<file path="src/rtl/kmeans_regfile_pkg.sv">
// Shared definitions for the k-means register file and its host-side APB master:
// register map, default widths and the master FSM state type.
package kmeans_regfile_pkg;

    localparam int unsigned DefaultAddrWidth = 9;
    localparam int unsigned DefaultDataWidth = 91;
    localparam int unsigned DefaultTimeout   = 16;

    localparam logic [8:0] RegStatus       = 9'd0;
    localparam logic [8:0] RegGo           = 9'd1;
    localparam logic [8:0] RegCent1        = 9'd2;
    localparam logic [8:0] RegCent2        = 9'd3;
    localparam logic [8:0] RegCent3        = 9'd4;
    localparam logic [8:0] RegCent4        = 9'd5;
    localparam logic [8:0] RegCent5        = 9'd6;
    localparam logic [8:0] RegCent6        = 9'd7;
    localparam logic [8:0] RegCent7        = 9'd8;
    localparam logic [8:0] RegCent8        = 9'd9;
    localparam logic [8:0] RegRamAddr      = 9'd10;
    localparam logic [8:0] RegRamData      = 9'd11;
    localparam logic [8:0] RegFirstRamAddr = 9'd12;
    localparam logic [8:0] RegLastRamAddr  = 9'd13;
    localparam logic [8:0] RegThreshold    = 9'd14;

    typedef enum logic [1:0] {
        StIdle,
        StSetup,
        StAccess,
        StResp
    } master_state_e;

endpackage

</file>
<file path="src/rtl/apb_host_master_if.sv">
// Command/response channels and APB bus of the host-side APB master.
// The master modport is the APB initiator; the slave modport is the host and register file side.
interface apb_host_master_if
    import kmeans_regfile_pkg::*;
#(
    parameter int unsigned addrWidth = DefaultAddrWidth,
    parameter int unsigned dataWidth = DefaultDataWidth
);
    logic                 cmd_valid;
    logic                 cmd_ready;
    logic                 cmd_write;
    logic [addrWidth-1:0] cmd_addr;
    logic [dataWidth-1:0] cmd_wdata;

    logic                 rsp_valid;
    logic                 rsp_ready;
    logic [dataWidth-1:0] rsp_rdata;
    logic                 rsp_err;
    logic                 busy;

    logic [addrWidth-1:0] paddr;
    logic                 pwrite;
    logic                 psel;
    logic                 penable;
    logic [dataWidth-1:0] pwdata;
    logic [dataWidth-1:0] prdata;
    logic                 pready;

    modport master (
        input  cmd_valid, cmd_write, cmd_addr, cmd_wdata, rsp_ready, prdata, pready,
        output cmd_ready, rsp_valid, rsp_rdata, rsp_err, busy,
        output paddr, pwrite, psel, penable, pwdata
    );

    modport slave (
        output cmd_valid, cmd_write, cmd_addr, cmd_wdata, rsp_ready, prdata, pready,
        input  cmd_ready, rsp_valid, rsp_rdata, rsp_err, busy,
        input  paddr, pwrite, psel, penable, pwdata
    );

endinterface

</file>
<file path="src/rtl/apb_host_master.sv">
// Single-outstanding APB initiator: accepts one register command, runs SETUP/ACCESS,
// and returns read data or a timeout error on the response channel.
module apb_host_master
    import kmeans_regfile_pkg::*;
#(
    parameter int unsigned addrWidth = DefaultAddrWidth,
    parameter int unsigned dataWidth = DefaultDataWidth,
    parameter int unsigned TIMEOUT   = DefaultTimeout
) (
    input  logic                    clk,
    input  logic                    rst_n,
    apb_host_master_if.master       bus
);

    localparam int unsigned CntW    = $clog2(TIMEOUT);
    localparam logic [CntW-1:0] LastCnt = CntW'(TIMEOUT - 1);

    master_state_e        state_q;
    logic [CntW-1:0]      cnt_q;
    logic [addrWidth-1:0] paddr_q;
    logic                 pwrite_q;
    logic                 psel_q;
    logic                 penable_q;
    logic [dataWidth-1:0] pwdata_q;
    logic                 rsp_valid_q;
    logic [dataWidth-1:0] rsp_rdata_q;
    logic                 rsp_err_q;

    always_ff @(posedge clk or negedge rst_n) begin
        if (!rst_n) begin
            state_q     <= StIdle;
            cnt_q       <= '0;
            paddr_q     <= '0;
            pwrite_q    <= 1'b0;
            psel_q      <= 1'b0;
            penable_q   <= 1'b0;
            pwdata_q    <= '0;
            rsp_valid_q <= 1'b0;
            rsp_rdata_q <= '0;
            rsp_err_q   <= 1'b0;
        end else begin
            case (state_q)
                StIdle: begin
                    if (bus.cmd_valid) begin
                        paddr_q   <= bus.cmd_addr;
                        pwrite_q  <= bus.cmd_write;
                        pwdata_q  <= bus.cmd_write ? bus.cmd_wdata : '0;
                        psel_q    <= 1'b1;
                        penable_q <= 1'b0;
                        state_q   <= StSetup;
                    end
                end
                StSetup: begin
                    penable_q <= 1'b1;
                    cnt_q     <= '0;
                    state_q   <= StAccess;
                end
                StAccess: begin
                    // pready takes priority over a timeout landing in the same cycle
                    if (bus.pready) begin
                        psel_q      <= 1'b0;
                        penable_q   <= 1'b0;
                        rsp_rdata_q <= pwrite_q ? '0 : bus.prdata;
                        rsp_err_q   <= 1'b0;
                        rsp_valid_q <= 1'b1;
                        state_q     <= StResp;
                    end else if (cnt_q == LastCnt) begin
                        psel_q      <= 1'b0;
                        penable_q   <= 1'b0;
                        rsp_rdata_q <= '0;
                        rsp_err_q   <= 1'b1;
                        rsp_valid_q <= 1'b1;
                        state_q     <= StResp;
                    end else begin
                        cnt_q <= cnt_q + CntW'(1);
                    end
                end
                StResp: begin
                    if (bus.rsp_ready) begin
                        rsp_valid_q <= 1'b0;
                        state_q     <= StIdle;
                    end
                end
                default: state_q <= StIdle;
            endcase
        end
    end

    assign bus.cmd_ready = (state_q == StIdle);
    assign bus.busy      = (state_q != StIdle);
    assign bus.paddr     = paddr_q;
    assign bus.pwrite    = pwrite_q;
    assign bus.psel      = psel_q;
    assign bus.penable   = penable_q;
    assign bus.pwdata    = pwdata_q;
    assign bus.rsp_valid = rsp_valid_q;
    assign bus.rsp_rdata = rsp_rdata_q;
    assign bus.rsp_err   = rsp_err_q;

endmodule

</file>
<file path="src/flat_wrapper.sv">
// flat-port wrapper written by rule: the top's interface ports become plain ports
module apb_host_master_flat import kmeans_regfile_pkg::*;
#(
    parameter int unsigned addrWidth = DefaultAddrWidth,
    parameter int unsigned dataWidth = DefaultDataWidth,
    parameter int unsigned TIMEOUT   = DefaultTimeout
)
  (clk, rst_n, bus_cmd_valid, bus_cmd_write, bus_cmd_addr, bus_cmd_wdata, bus_rsp_ready, bus_prdata, bus_pready, bus_cmd_ready, bus_rsp_valid, bus_rsp_rdata, bus_rsp_err, bus_busy, bus_paddr, bus_pwrite, bus_psel, bus_penable, bus_pwdata);
  apb_host_master_if #(.addrWidth(addrWidth), .dataWidth(dataWidth)) bus_i ();
  input  logic clk;
  input  logic rst_n;
  input wire logic [$bits(bus_i.cmd_valid)-1:0] bus_cmd_valid;
  input wire logic [$bits(bus_i.cmd_write)-1:0] bus_cmd_write;
  input wire logic [$bits(bus_i.cmd_addr)-1:0] bus_cmd_addr;
  input wire logic [$bits(bus_i.cmd_wdata)-1:0] bus_cmd_wdata;
  input wire logic [$bits(bus_i.rsp_ready)-1:0] bus_rsp_ready;
  input wire logic [$bits(bus_i.prdata)-1:0] bus_prdata;
  input wire logic [$bits(bus_i.pready)-1:0] bus_pready;
  output wire logic [$bits(bus_i.cmd_ready)-1:0] bus_cmd_ready;
  output wire logic [$bits(bus_i.rsp_valid)-1:0] bus_rsp_valid;
  output wire logic [$bits(bus_i.rsp_rdata)-1:0] bus_rsp_rdata;
  output wire logic [$bits(bus_i.rsp_err)-1:0] bus_rsp_err;
  output wire logic [$bits(bus_i.busy)-1:0] bus_busy;
  output wire logic [$bits(bus_i.paddr)-1:0] bus_paddr;
  output wire logic [$bits(bus_i.pwrite)-1:0] bus_pwrite;
  output wire logic [$bits(bus_i.psel)-1:0] bus_psel;
  output wire logic [$bits(bus_i.penable)-1:0] bus_penable;
  output wire logic [$bits(bus_i.pwdata)-1:0] bus_pwdata;
  assign bus_i.cmd_valid = bus_cmd_valid;
  assign bus_i.cmd_write = bus_cmd_write;
  assign bus_i.cmd_addr = bus_cmd_addr;
  assign bus_i.cmd_wdata = bus_cmd_wdata;
  assign bus_i.rsp_ready = bus_rsp_ready;
  assign bus_i.prdata = bus_prdata;
  assign bus_i.pready = bus_pready;
  assign bus_cmd_ready = bus_i.cmd_ready;
  assign bus_rsp_valid = bus_i.rsp_valid;
  assign bus_rsp_rdata = bus_i.rsp_rdata;
  assign bus_rsp_err = bus_i.rsp_err;
  assign bus_busy = bus_i.busy;
  assign bus_paddr = bus_i.paddr;
  assign bus_pwrite = bus_i.pwrite;
  assign bus_psel = bus_i.psel;
  assign bus_penable = bus_i.penable;
  assign bus_pwdata = bus_i.pwdata;
  apb_host_master #(.addrWidth(addrWidth), .dataWidth(dataWidth), .TIMEOUT(TIMEOUT)) u_core (.clk(clk), .rst_n(rst_n), .bus(bus_i));
endmodule
</file>
<file path="config.mk">
export PLATFORM = sky130hd
export DESIGN_NAME = apb_host_master_flat
export DESIGN_NICKNAME = d
export VERILOG_FILES = /design/src/rtl/kmeans_regfile_pkg.sv /design/src/rtl/apb_host_master_if.sv /design/src/rtl/apb_host_master.sv /design/src/flat_wrapper.sv
export SDC_FILE = /design/constraint.sdc
export NUM_CORES = 1
export LEC_CHECK = 0
export ABC_AREA = 1
export BUFFER_PORTS_ARGS = -buffer_cell sky130_fd_sc_hd__clkbuf_2
export CORE_UTILIZATION = 34
export CTS_CLUSTER_DIAMETER = 40
export DETAILED_ROUTE_END_ITERATION = 16
export GPL_TIMING_DRIVEN = 0
export HOLD_SLACK_MARGIN = 0.06
export PLACE_DENSITY = 0.74
export SKIP_CTS_REPAIR_TIMING = 1
export SLEW_MARGIN = 40
export SYNTH_ARGS = -nofsm -noshare
export SYNTH_HDL_FRONTEND = slang
export SYNTH_SLANG_ARGS = --single-unit
export TNS_END_PERCENT = 20
</file>
<file path="constraint.sdc">
create_clock -name clk -period 2.8 [get_ports clk]
set_input_delay 0.14 -clock clk [delete_from_list [all_inputs] [get_ports clk]]
set_output_delay 0.14 -clock clk [all_outputs]
set_load 0.01 [all_outputs]
</file>
# [Word level (Yosys, flattened, before mapping)]
# Index checks and enable logic that the tools add are counted.
[op_classes] addsub=1 eq_ne=9 muxes=23 reduce_logical=14
[op_table] operator="two-way mux 91 bit" n=4
[op_table] operator="AND reduction 3 bit" n=5
[op_table] operator="nonzero test 2 bit" n=5
[op_table] operator="two-way mux 1 bit" n=8
[op_table] operator="two-way mux 2 bit" n=4
[op_table] operator="two-way mux 4 bit" n=2
[op_table] operator="inequality test 2 bit (second input constant)" n=4
[op_table] operator="case mux 2 bit (4 select lines)" n=1
[op_table] operator="case mux 4 bit (2 select lines)" n=1
[op_table] operator="adder 4 x 1 -> 4 bit (second input constant)" n=1
[op_table] operator="equality test 2 bit (second input constant)" n=2
[op_table] operator="equality test 4 bit (second input constant)" n=1
[op_table] operator="case mux 1 bit (2 select lines)" n=2
[op_table] operator="AND reduction 2 bit" n=2
[op_table] operator="inequality test 3 x 2 -> 1 bit (second input constant)" n=1
[op_table] operator="case mux 1 bit (3 select lines)" n=1
[op_table] operator="nonzero test 3 bit" n=1
[op_table] operator="equality test 2 x 1 -> 1 bit (second input constant)" n=1
[op_table] operator="zero test 2 bit" n=1
[word_totals] regBits=202 inputBits=197 output_inout_bits=198

# [Depth between registers and ports, before layout]
# Gate-level depths: netlist of run 1.
[logic_depth] depth_word=4 mapped_depth=9 ltp_nobuf=9

# [Worst setup path before layout of run 1]
# No wires, ideal clock.
[synth_path] path_kind="register -> register" from="reg u_core.state_q[0]" to="reg u_core.pwrite_q (netlist: u_core.bus.pwrite)" setup_ns=0.117 arrival_time_ns=1.299 required_ns=2.683 path_slack_ns=1.384 path_stages_with_launch=9 n_path_buf=3 period_less_slack_ns=1.416 path_cell_list="dfrtp_1 inv_1 ha_1 nand2_1 buf_4 buf_6 buf_4 nand2_1 nand2_1"
[synth_between] elab_chain_len=2
[synth_lines] item="from (decl)" line_no="apb_host_master.sv:18" rtl="master_state_e state_q;"
[synth_lines] item="from (signal assigned)" line_no="apb_host_master.sv:31" rtl="state_q <= StIdle;"
[synth_lines] item="from (signal assigned)" line_no="apb_host_master.sv:50" rtl="state_q <= StSetup;"
[synth_lines] item="from (signal assigned)" line_no="apb_host_master.sv:56" rtl="state_q <= StAccess;"
[synth_lines] item="zero test 2 bit" line_no="apb_host_master.sv:42" rtl="case (state_q)"
[synth_lines] item="AND reduction 2 bit (no line)"
[synth_lines] item="to (signal assigned)" line_no="apb_host_master.sv:46" rtl="pwrite_q <= bus.cmd_write;"
[synth_lines] item="to (decl)" line_no="apb_host_master.sv:21" rtl="logic pwrite_q;"
# No other way between the ends.
# A chain may end at the register's enable or synchronous reset.

# [Worst setup path after layout of run 1]
[layout_path] from="reg u_core.state_q[0]" to="reg u_core.pwdata_q[77] (netlist: u_core.bus.pwdata[77])"
[layout_between] elab_chain_len=2
[layout_lines] item="zero test 2 bit" line_no="apb_host_master.sv:42"
[layout_lines] item="AND reduction 2 bit (no line)"
[layout_lines] item="to (signal assigned)" line_no="apb_host_master.sv:47" rtl="pwdata_q <= bus.cmd_write ? bus.cmd_wdata : '0;"
[layout_lines] item="to (decl)" line_no="apb_host_master.sv:24" rtl="logic [dataWidth-1:0] pwdata_q;"
# No other way between the ends.

==> out/summary.txt, run 1 <==
WP data arrival: 2.21 ns
EDFF count, synth: 0
Synth area leader: dfrtp_1
final period utilization: 65.8%
global-route wire length before repair: 38500 um
reg2reg start: u_core.state_q[0]$_DFFE_PN0P_
Clock Power Share: 26.0%
height of the die: 157 um
post-place setup slack: 0.998 ns
Hold Path Origin: bus_cmd_write
total CTS buffers: 27
relative slew slack: 66.2%
Mapped Avg Cell Area: 8.94 um^2
f_max: 543 MHz
post-synthesis register bit count: 202
vias per std cell: 4.78
number of nets still failing antenna checks after routing: 0
initial antenna violation count: 0
WL/cell: 16.3 um
initial drt markers: 737
CTS root buf: clkbuf_16
Flop pwr share: 37.6%
Tmin final: 1.84 ns
Post-DP HPWL: 19200 um
IO Port Bufs: 393
Syn Inst Count: 912
P_sw: 5020 uW
yosys warns: 0
top cells by count, synth: 423 x nand2_1, 202 x dfrtp_1, 105 x nand3_1
clk sink count: 202
final setup violation count: 0
DRC: 0
Top Metal Used: met4
Max VDD drop: 0.603 mV
switching share of power: 38.0%
area delta synth->final: 65.2%
metal1 wirelength: 11600 um
Seq/Total Area, Yosys: 62.0%
htree depth: 1
worst setup path category: flop to flop
Hold/Removal Path Class: input pin to flop
drt pass-1 iters: 5
P_int: 8180 uW
Clock Path Buffers: 3
Register Area: 0.00505 mm^2
die area: 0.0246 mm^2
share of layout cells above drive strength 1: 31.6%
combinational share of power: 36.4%
RSZ-0062 raised after global routing: no
Post-Syn Area: 0.00816 mm^2
Die Wd: 157 um
final worst setup slack: 0.959 ns
Skew-Pair Late Insertion Delay: 0.52 ns
Hold Violations, Final: 0
met2 WL: 15000 um
Fill cells: 1859
via count: 8953
Pleak: 0.00735 uW
crit path from: u_core.state_q[0]$_DFFE_PN0P_
CP Capture Type: flop
Final Skew: 0.0223 ns
Slew Viols, Final: 0
I/O pin cnt: 395
Tot GR Track Use: 19.8%
remaining global-route overflow: 0
leading post-synthesis cells by cell area: dfrtp_1 62%, nand2_1 19%, nand3_1 6.4%
Worst Path Max Fanout: 10
Core Area: 0.0235 mm^2
required time of the critical path: 3.17 ns
Maximum Capacitance Violations: 0
Starting Density: 34.8%
FP Rows: 56
status: complete, no violations
CP Launch Type: flop
ys flop type: dfrtp_1
Final nets: 1737
cell area power density: 980 mW/mm^2
top-area cell type share of the netlist area: 62.0%
syn nets: 1116
CTS tree: done
area of the multi-input gates: 0.00273 mm^2
post-synth cell types: 18
Least-Margin Pin Slew: 0.507 ns
pin count of the biggest net entering global routing: 66
clk slew on worst S/H paths: 0.06 ns
diode count: 0
top-count cell post-synth: nand2_1
Async SR Flop Fraction: 100%
Tot Pwr: 13200 uW
routability cong.: 0.805
vias in the first global route: 7384
wire length on met3: 2610 um
total wire length: 30500 um
## sequential cells by signal, indices dropped and copies added (netlist names)
register,cells
u_core.bus.paddr,9
u_core.bus.penable,1
u_core.bus.psel,1
u_core.bus.pwdata,91
u_core.bus.pwrite,1
u_core.bus.rsp_err,1
u_core.bus.rsp_rdata,91
u_core.bus.rsp_valid,1
u_core.cnt_q,4
u_core.state_q,2
## logic make-up after synthesis
| kind of cell | count (synthesis) | share of synthesized area (%) |
|---|---|---|
| AO/OA/AOI/OAI | 93 | 5.74 |
| XOR/XNOR | 1 | 0.107 |
| adder cells (fa/ha/maj) | 7 | 1.07 |
| buffers and inverters | 73 | 4.63 |
| flip-flops | 202 | 62.0 |
| AND/OR/NAND/NOR | 536 | 26.5 |
## per-layer routing
layer / GRT usage [%] / vias up
li1: - / 4166
met1: 22.7 / 4215
met2: 33.5 / 481
met3: 6.77 / 91
met4: 8.45 / 0
met5: 0 / -
## critical path: stages (launching register included)
cell and delay (ns):
dfrtp_1 0.39, inv_1 0.11, ha_1 0.23, nand2_1 0.16, buf_4 0.24, clkbuf_1 0.38, o21ai_0 0.20
## stage by stage
step	instances	instance area, um^2	hold slack (ns)	util (%)	setup TNS [ns]
2_1_floorplan	912	8160	-0.156	-	0
3_3_place_gp	1624	10500	0.335	44.8	-463.96
3_5_place_dp	1627	10600	0.0776	45.2	0
4_1_cts	1676	11500	-0.474	49.1	0
5_1_grt	1872	13500	0.0941	57.4	0
6_report	1872	13500	0.0751	57.4	0
## worst paths after layout
check,depth (start not counted),endpoint,slack (ns)
worst min register to register,2,u_core.bus.penable$_DFFE_PN0P_,0.47
worst max register to register,6,u_core.bus.pwdata[77]$_DFFE_PN0P_,0.96
max in group asynchronous,4,u_core.bus.rsp_rdata[77]$_DFFE_PN0P_,1.80
worst max-delay path,6,u_core.bus.pwdata[77]$_DFFE_PN0P_,0.96
min in group asynchronous,2,u_core.bus.pwdata[28]$_DFFE_PN0P_,0.09
worst min-delay path,3,u_core.bus.pwdata[81]$_DFFE_PN0P_,0.08
## layout make-up
cell class / count / area share, %
Multi-Input combinational cell: 637 / 20.2
Clock inverter: 16 / 1.25
Clock buffer: 33 / 5.48
Sequential cell: 202 / 37.5
Inverter: 12 / 0.334
Tap cell: 319 / 2.96
Buffer: 61 / 2.47
Timing Repair Buffer: 592 / 29.8
## layout by cell type (no fill, tap or decap), types with 2 or more instances in the layout
cell | Yosys | layout
buf_2 | 35 | 35
buf_16 | 0 | 2
clkinv_4 | 0 | 2
inv_1 | 11 | 11
clkinv_2 | 0 | 3
dlygate4sd3_1 | 0 | 196
dfrtp_1 | 202 | 202
clkbuf_1 | 16 | 18
clkbuf_8 | 0 | 5
nand3_1 | 105 | 105
nand4_1 | 3 | 3
clkinvlp_4 | 0 | 4
buf_6 | 7 | 7
clkbuf_2 | 0 | 392
clkbuf_16 | 0 | 27
o21ai_0 | 92 | 92
nand2_1 | 423 | 423
ha_1 | 7 | 7
bufinv_16 | 0 | 2
inv_6 | 0 | 4
buf_4 | 2 | 2
nor2_1 | 3 | 3
## power by group through the flow
stage | clock network (uW) | registers [uW] | logic [uW]
after floorplan | 0 | 5420 | 1790
after global placement | 0 | 4890 | 4350
after detailed placement | 0 | 4920 | 4470
after CTS | 3480 | 4910 | 4480
after global routing | 3620 | 5090 | 5310
final | 3430 | 4970 | 4800
No activity file was read; power rests on OpenSTA's default activity.
==> run 2, diff against run 1 <==
--- a/config.mk
+++ b/config.mk
@@ -5,14 +5,14 @@
 export SDC_FILE = /design/constraint.sdc
 export NUM_CORES = 1
 export LEC_CHECK = 0
-export ABC_AREA = 1
+export ABC_AREA = 0
 export BUFFER_PORTS_ARGS = -buffer_cell sky130_fd_sc_hd__clkbuf_2
 export CORE_UTILIZATION = 34
 export CTS_CLUSTER_DIAMETER = 40
 export DETAILED_ROUTE_END_ITERATION = 16
 export GPL_TIMING_DRIVEN = 0
 export HOLD_SLACK_MARGIN = 0.06
-export PLACE_DENSITY = 0.74
+export PLACE_DENSITY = 0.75
 export SKIP_CTS_REPAIR_TIMING = 1
 export SLEW_MARGIN = 40
 export SYNTH_ARGS = -nofsm -noshare
==> constraint.sdc (replaced) <==
create_clock -name clk -period 1.87 [get_ports clk]
set_input_delay 0.0935 -clock clk [delete_from_list [all_inputs] [get_ports clk]]
set_output_delay 0.0935 -clock clk [all_outputs]
set_load 0.01 [all_outputs]
==> out/summary.txt, run 2 <==
status: complete, no violations
syn nets: 882
required time of the critical path: 2.28 ns
reg2reg start: u_core.state_q[1]$_DFFE_PN0P_
r2r worst-path depth: 6
die area: 0.0234 mm^2
Synth area leader: dfrtp_1
top-area cell type share of the netlist area: 65.2%
Tmin final: 1.79 ns
crit path from: u_core.state_q[1]$_DFFE_PN0P_
ys flop type: dfrtp_1
Slew Viols, Final: 0
routability cong.: 0.848
DRC: 0
Die Wd: 153 um
Seq/Total Area, Yosys: 65.2%
drt pass-1 iters: 5
post-place setup slack: -0.243 ns
Maximum Capacitance Violations: 0
Syn Inst Count: 678
CTS root buf: clkbuf_16
R2R Path End: u_core.bus.paddr[7]$_DFFE_PN0P_
f_max: 560 MHz
height of the die: 153 um
Hold/Removal Path Class: input pin to async pin
final worst setup slack: 0.0833 ns
IO Port Bufs: 393
clk slew on worst S/H paths: 0.06 ns
total CTS buffers: 30
initial drt markers: 510
via count: 8147
number of nets still failing antenna checks after routing: 0
post-synthesis register bit count: 202
top cells by count, synth: 202 x dfrtp_1, 186 x nand2_1, 91 x a22o_1, 91 x o21ai_0, 21 x buf_2
Worst Path Max Fanout: 10
Skew-Pair Late Insertion Delay: 0.55 ns
leading post-synthesis cells by cell area: dfrtp_1 65%, a22o_1 10%, nand2_1 9.0%
Tot Pwr: 20700 uW
Mapped Avg Cell Area: 11.4 um^2
top-count cell post-synth: dfrtp_1
Least-Margin Pin Slew: 0.683 ns
cell area power density: 1550 mW/mm^2
Final Instance Count excl. Fillers: 1619
CP Capture Type: flop
reg-to-reg slack, setup: 0.08 ns
Final nets: 1516
share of layout cells above drive strength 1: 37.2%
pin count of the biggest net entering global routing: 71
Final Skew: 0.0246 ns
hold slack: 0.120 ns
Max VDD drop: 0.863 mV
dpl cells: 1353
FP Rows: 54
CTS tree: done
Clock Path Buffers: 3
leading cell type in the layout, fill and taps excluded: clkbuf_2
post-synth cell types: 30
vias in the first global route: 6862
Starting Density: 35.1%
Hold Violations, Final: 0
CP Launch Type: flop
Fill cells: 1654
clk sink count: 202
area delta synth->final: 72.0%
final period utilization: 95.5%
Post-Syn Area: 0.00775 mm^2
total wire length: 30400 um
initial antenna violation count: 3
Post-DP HPWL: 19100 um
htree depth: 1
yosys warns: 0
vias per std cell: 5.03
final std cell area, no fill: 0.0133 mm^2
RSZ-0062 raised after global routing: yes
Async SR Flop Fraction: 100%
WP data arrival: 2.19 ns
worst setup path category: flop to flop
relative slew slack: 54.5%
remaining global-route overflow: 0
global-route wire length before repair: 38600 um
WL/cell: 18.8 um
final setup violation count: 0
Pleak: 0.00690 uW
Placed Area: 0.0101 mm^2
Core Area: 0.0221 mm^2
I/O pin cnt: 395
EDFF count, synth: 0
Tot GR Track Use: 21.2%
commonest cells after routing, fill and taps aside: 393 x clkbuf_2, 206 x dlygate4sd3_1, 202 x dfrtp_1
critical path capture point: u_core.bus.paddr[7]$_DFFE_PN0P_
-- run 2: changes by cell type after synthesis, sizes merged, moves of 3 or more --
cell / delta
nand2: -237
nand3: -103
a22o: +91
buf: -15
mux2: +12
clkbuf: +4
mux2i: +4
a21oi: +3
-- run 2: metrics by stage --
step           TNS, ns  utilization [%]
6_report             0             60.4
5_1_grt         -0.671             60.4
4_1_cts         -33.95             50.8
3_5_place_dp    -31.82             45.9
3_3_place_gp   -650.36             45.6
2_1_floorplan        0                -
-- run 2: cells by family after synthesis --
kind of cell,synth area share [%]
flip-flops,65.2
multiplexers,2.26
adder cells (fa/ha/maj),1.13
buffers and inverters,4.16
AND/OR/NAND/NOR,9.89
AO/OA/AOI/OAI,17.4
-- run 2: power by group --
group	leakage [uW]	internal [uW]	switching [uW]
logic	0.00376	3280	4030
registers	0.00262	6250	1230
clock network	0.000518	3770	2170
-- run 2: cell type report --
| class | instances | area [um^2] | share of cell area, % |
|---|---|---|---|
| clock inverter | 20 | 245 | 1.84 |
| timing repair buffer | 602 | 4110 | 30.8 |
| inverter | 11 | 41.3 | 0.310 |
| multi-input combinational | 415 | 2380 | 17.9 |
| tap | 280 | 350 | 2.63 |
| sequential | 202 | 5050 | 37.9 |
| clock buffer | 36 | 835 | 6.26 |
| antenna | 3 | 7.51 | 0.0563 |
| buffer | 50 | 308 | 2.31 |
-- run 2: worst min-delay path by stage --
stage                              start                                    to  slack [ns]
after global placement    bus_prdata[34]  u_core.bus.rsp_rdata[34]$_DFFE_PN0P_        0.31
final                              rst_n     u_core.bus.pwdata[12]$_DFFE_PN0P_        0.12
after global routing               rst_n       u_core.bus.paddr[1]$_DFFE_PN0P_        0.17
after CTS                          rst_n       u_core.bus.paddr[1]$_DFFE_PN0P_       -0.43
after floorplan                    rst_n       u_core.bus.paddr[0]$_DFFE_PN0P_       -0.20
after detailed placement           rst_n       u_core.bus.paddr[1]$_DFFE_PN0P_        0.13
-- run 2: metal layers --
metal	up-vias	track usage, %	share of wire, %
met3	127	6.12	8.2
met2	521	37.2	50
met4	0	6.73	5.0
met1	3872	24.9	37
met5	-	0	0
li1	3627	-	-
-- run 2: critical path, cell delays in order, from the launching register on --
cell and delay [ns]:
dfrtp_1 0.41, inv_1 0.10, ha_1 0.21, nand2_1 0.15, buf_6 0.20, buf_4 0.22
mux2_2 0.37
